$ cat config.mk
export PLATFORM = sky130hd
export DESIGN_NAME = apb_master_ctrl
export DESIGN_NICKNAME = d
export VERILOG_FILES = /design/src/rtl/apb_master_ctrl.sv
export SDC_FILE = /design/constraint.sdc
export NUM_CORES = 1
export LEC_CHECK = 0
export BUFFER_PORTS_ARGS = -buffer_cell sky130_fd_sc_hd__buf_2
export CAP_MARGIN = 20
export CELL_PAD_IN_SITES_DETAIL_PLACEMENT = 0
export CELL_PAD_IN_SITES_GLOBAL_PLACEMENT = 2
export CORE_MARGIN = 3
export CORE_UTILIZATION = 45
export CTS_CLUSTER_SIZE = 28
export DETAILED_ROUTE_END_ITERATION = 10
export PLACE_DENSITY = 0.82
export RECOVER_POWER = 100
export SYNTH_ARGS = -nofsm -noshare
export SYNTH_HDL_FRONTEND = slang
export SYNTH_SLANG_ARGS = --single-unit
$ cat constraint.sdc
create_clock -name pclk -period 10 [get_ports pclk]
set_input_delay 0.5 -clock pclk [delete_from_list [all_inputs] [get_ports pclk]]
set_output_delay 0.5 -clock pclk [all_outputs]
set_load 0.01 [all_outputs]
$ cat src/rtl/apb_master_ctrl.sv
// apb_master_ctrl: buffered APB requester.
// Commands from a valid/ready stream are queued in a small FIFO and issued one
// at a time as two-phase APB transfers; each transfer returns a response.
module apb_master_ctrl #(
    parameter int ADDR_W     = 32,
    parameter int DATA_W     = 32,
    parameter int FIFO_DEPTH = 4
) (
    input  logic              pclk,
    input  logic              prst,
    input  logic              cmd_valid,
    output logic              cmd_ready,
    input  logic              cmd_write,
    input  logic [ADDR_W-1:0] cmd_addr,
    input  logic [DATA_W-1:0] cmd_wdata,
    output logic              rsp_valid,
    input  logic              rsp_ready,
    output logic              rsp_write,
    output logic [DATA_W-1:0] rsp_rdata,
    output logic              psel,
    output logic              penable,
    output logic              pwrite,
    output logic [ADDR_W-1:0] paddr,
    output logic [DATA_W-1:0] pwdata,
    input  logic [DATA_W-1:0] prdata,
    output logic              busy
);

    localparam int IW = $clog2(FIFO_DEPTH);

    typedef enum logic [1:0] {IDLE, SETUP, ACCESS, RESP} state_t;

    state_t state, next_state;

    logic [IW:0]       wr_ptr, rd_ptr;
    logic [ADDR_W-1:0] fifo_addr  [FIFO_DEPTH];
    logic [DATA_W-1:0] fifo_wdata [FIFO_DEPTH];
    logic              fifo_write [FIFO_DEPTH];
    logic              full, empty, push, pop;

    // The extra pointer MSB distinguishes full from empty when indices match.
    assign empty     = (wr_ptr == rd_ptr);
    assign full      = (wr_ptr[IW] != rd_ptr[IW]) && (wr_ptr[IW-1:0] == rd_ptr[IW-1:0]);
    assign cmd_ready = !full && !prst;
    assign push      = cmd_valid && cmd_ready;
    assign busy      = (state != IDLE) || !empty;

    // FIFO pointers advance on push and pop.
    always_ff @(posedge pclk or posedge prst) begin
        if (prst) begin
            wr_ptr <= '0;
            rd_ptr <= '0;
        end else begin
            if (push) wr_ptr <= wr_ptr + 1'b1;
            if (pop)  rd_ptr <= rd_ptr + 1'b1;
        end
    end

    // FIFO storage needs no reset; the pointers define what is valid.
    always_ff @(posedge pclk) begin
        if (push) begin
            fifo_addr[wr_ptr[IW-1:0]]  <= cmd_addr;
            fifo_wdata[wr_ptr[IW-1:0]] <= cmd_wdata;
            fifo_write[wr_ptr[IW-1:0]] <= cmd_write;
        end
    end

    // State register.
    always_ff @(posedge pclk or posedge prst) begin
        if (prst) state <= IDLE;
        else      state <= next_state;
    end

    // Next-state logic and FIFO pop decision.
    always_comb begin
        next_state = state;
        pop        = 1'b0;
        case (state)
            IDLE: begin
                if (!empty) begin
                    pop        = 1'b1;
                    next_state = SETUP;
                end
            end
            SETUP:  next_state = ACCESS;
            ACCESS: next_state = RESP;
            RESP: begin
                if (rsp_ready) begin
                    if (!empty) begin
                        pop        = 1'b1;
                        next_state = SETUP;
                    end else begin
                        next_state = IDLE;
                    end
                end
            end
            default: next_state = IDLE;
        endcase
    end

    // Registered APB and response outputs, driven from the current phase.
    always_ff @(posedge pclk or posedge prst) begin
        if (prst) begin
            psel      <= 1'b0;
            penable   <= 1'b0;
            pwrite    <= 1'b0;
            paddr     <= '0;
            pwdata    <= '0;
            rsp_valid <= 1'b0;
            rsp_write <= 1'b0;
            rsp_rdata <= '0;
        end else begin
            if (pop) begin
                paddr  <= fifo_addr[rd_ptr[IW-1:0]];
                pwrite <= fifo_write[rd_ptr[IW-1:0]];
                pwdata <= fifo_write[rd_ptr[IW-1:0]] ? fifo_wdata[rd_ptr[IW-1:0]] : '0;
                psel   <= 1'b1;
            end
            case (state)
                SETUP: penable <= 1'b1;
                ACCESS: begin
                    rsp_rdata <= pwrite ? '0 : prdata;
                    rsp_write <= pwrite;
                    rsp_valid <= 1'b1;
                    psel      <= 1'b0;
                    penable   <= 1'b0;
                end
                RESP: begin
                    if (rsp_ready) rsp_valid <= 1'b0;
                end
                default: ;
            endcase
        end
    end

endmodule

==> results.py <==
metrics = {
    "clock_network": {
        "htreeDepth": 2,
        "root_buffer": "clkbuf_16",
        "cts_tree": "built",
        "numCtsBuffers": 39,
        "cts_resized": 0,
        "path_clk_slew_ns": 0.06,
        "hold_buffers": 0,
        "clock_path_buffers": 3,
        "clock_latency_ns": 0.52,
        "cts_setup_buffers": 0,
        "clock_sinks": 369,
    },
    "power_and_ir_drop": {
        "internal-power_uw": 3429,
        "seqPwrFrac_pct": 45.0,
        "p_sw_uw": 1492,
        "pwr-share-clk_pct": 28.3,
        "swShare_pct": 30.31,
        "power_frac_comb_pct": 26.7,
        "power.leakage_uw": 0.005909,
        "power-per-cell-area_mw_per_mm2": 302.7,
        "peakVddDrop_uv": 164.0,
        "finalPower_uw": 4921,
    },
    "final_layout": {
        "area_growth_pct": 17.39,
        "finish.utilization_pct": 54.28,
        "multiInputGateArea_mm2": 0.002873,
        "regArea_mm2": 0.01054,
        "antenna_cells": 0,
        "final_nets": 1077,
        "mostFrequentLayoutCells": "edfxtp_1 (260), clkbuf_1 (183), dfrtp_1 (108)",
        "fillers": 2508,
        "layout_commonest_cell": "edfxtp_1",
        "drive_gt1_share_pct": 19.08,
    },
    "sta": {
        "setup_tns_ns": 0,
        "slew_viol_final": 175,
        "finClkSkew_ns": 0.01792,
        "setup_violations": 0,
        "min_period_over_period_pct": 55.43,
        "slew_headroom_pct": -129.0,
        "period_needed_ns": 5.543,
        "hold_violations": 0,
        "fin_hold_ws_ns": 0.1976,
        "tightest_slew_ns": 3.435,
        "max_clock_freq_mhz": 180.4,
        "rsz0062_at_grt": "false",
    },
    "setup_path": {
        "required_ns": 10.39,
        "worstPathArrival_ns": 5.93,
        "cp_max_fo": 69,
        "crit_type": "reg -> reg",
        "crit_path_end_kind": "flip-flop",
        "startpoint_type": "flip-flop",
    },
    "detailed_routing": {
        "drcViolationCount": 0,
        "wl_um": 26070,
        "post_drt_via_cell_ratio": 5.064,
        "vias": 7019,
        "first_pass_iters": 6,
        "wl_per_cell_um": 18.81,
        "first_iter_violations": 404,
        "ant_nets": 0,
    },
    "outcome": {
        "violations": "max-capacitance violations, max-slew violations",
        "status": "complete, but fails checks",
    },
    "floorplan": {
        "die_h_um": 181.4,
        "start_util_pct": 46.24,
        "die_w_um": 181.4,
        "ios": 204,
        "rows": 63,
        "die_area_mm2": 0.03292,
        "core_area_mm2": 0.02995,
    },
    "grt": {
        "grt_max_degree": 78,
        "grt_use_met3_pct": 3.746,
        "met2_usage_pct": 25.95,
        "grtUsageTotal_pct": 16.00,
        "antenna_found_initial": 3,
        "grt.busiest_layer": "met2",
        "use_met1_pct": 21.96,
        "grt_pass1_vias": 7399,
        "grt_pass1_wl_um": 41760,
        "overflow": 0,
    },
    "yosys": {
        "ys.warnings.count": 0,
        "synth_cell_types": 32,
        "synth_seq_cells": 369,
        "synth.avg_cell_area_um2": 18.37,
        "synth_nets": 864,
        "syn_inst": 754,
        "ys_seq_area_share_pct": 76.07,
        "netlist_area_mm2": 0.01385,
    },
    "flow_run": {
        "cap_violations": 3,
    },
    "placement": {
        "portBuffers": 203,
        "gp_congestion": 0.7107,
        "post-dp-hpwl_um": 15720,
    },
    "hold_path": {
        "holdCritPathClass": "in -> reg",
    },
}
power groups by stage:
stage	Clock [uW]	Combinational (uW)	Sequential (uW)
global route	1490	1470	2270
CTS	1430	1380	2220
detailed placement	0	1370	2250
floorplan	0	950	2210
global placement	0	1350	2240
finish	1390	1310	2220
cell type report:
type | instances | area share [%]
flip-flops and latches | 369 | 64.82
multi-input cells | 274 | 17.67
repair buffers | 209 | 5.133
inverters | 74 | 1.716
well taps | 390 | 3.001
clock buffers | 51 | 6.403
clock inverters | 19 | 1.254
state kept, by name (all words and copies together), names as in the netlist:
register    cells
fifo_wdata    128
psel            1
rsp_rdata      32
rsp_write       1
rd_ptr          3
wr_ptr          3
pwdata         32
paddr          32
pwrite          1
rsp_valid       1
state           2
fifo_addr     128
fifo_write      4
penable         1
path summary, 6_finish.rpt:
check / cells past startpoint / to / from / slack (ns)
worst min-delay path: 3 / rsp_rdata[6] / prdata[6] / 0.20
worst max register to register: 4 / paddr[22] / rd_ptr[1] / 4.46
min in group asynchronous: 2 / rsp_rdata[24] / prst / 0.39
worst max-delay path: 4 / paddr[22] / rd_ptr[1] / 4.46
max in group asynchronous: 4 / rd_ptr[0] / prst / 4.51
worst min register to register: 2 / pwdata[11] / pwdata[11] / 0.47
critical path, stage by stage (launching register included):
cell     delay, ns
dfrtp_1       2.48
xnor2_1       0.37
a311o_1       1.32
buf_4         0.76
mux2_2        0.41
cell families (layout without fill, tap and decap cells):
| group | Yosys count | after routing | share of synthesized area (%) |
|---|---|---|---|
| xor+xnor | 8 | 8 | 0.6144 |
| fa+ha+maj | 9 | 9 | 0.8131 |
| buf+inv | 111 | 353 | 3.306 |
| mux | 101 | 101 | 13.40 |
| simple gates | 78 | 78 | 2.249 |
| compound gates | 78 | 78 | 3.551 |
| flops | 369 | 369 | 76.07 |
metrics by stage:
stage | worst slack, ns | area [um^2] | std cells
finish | 4.457 | 16260 | 1386
global route | 3.300 | 16260 | 1386
CTS | 6.340 | 16490 | 1385
detailed placement | 6.361 | 15250 | 1315
global placement | 6.447 | 15250 | 1315
floorplan | 6.626 | 13850 | 754
cell usage after synthesis:
cell type  instances  area [um^2]
a211oi_1           1        7.510
a41oi_1            1        8.760
edfxtp_1         260         7807
xnor2_2            2        32.53
clkbuf_1          15        56.30
nand4_1            1        6.260
a311oi_1           1        8.760
o22ai_1            2        12.51
buf_4              6        45.04
a31oi_1            1        6.260
dfrtp_1          109         2728
a311o_1            1        10.01
ha_1               9        112.6
o21ai_1            1        5.000
nor2_1             2        7.510
a21oi_1            2        10.01
mux2i_1            2        20.02
inv_1             74        277.8
nand2_1           68        255.2
nand3_1            1        5.000
o21ai_0           35        175.2
xnor2_1            3        26.28
buf_1              1        3.750
mux4_2            64         1441
buf_2             15        75.07
a22oi_1            1        7.510
mux2_2            24        270.3
xor2_1             3        26.28
nor2b_1            2        12.51
o31ai_1           32        240.2
and2_1             4        25.02
mux2_1            11        123.9
layer usage:
layer / up-vias / share of wire (%)
met5: - / 0.16
met4: 6 / 2.3
met3: 47 / 6.1
met2: 199 / 48
met1: 3516 / 44
li1: 3251 / -
Note: power is estimated with default switching activity, not from simulation.
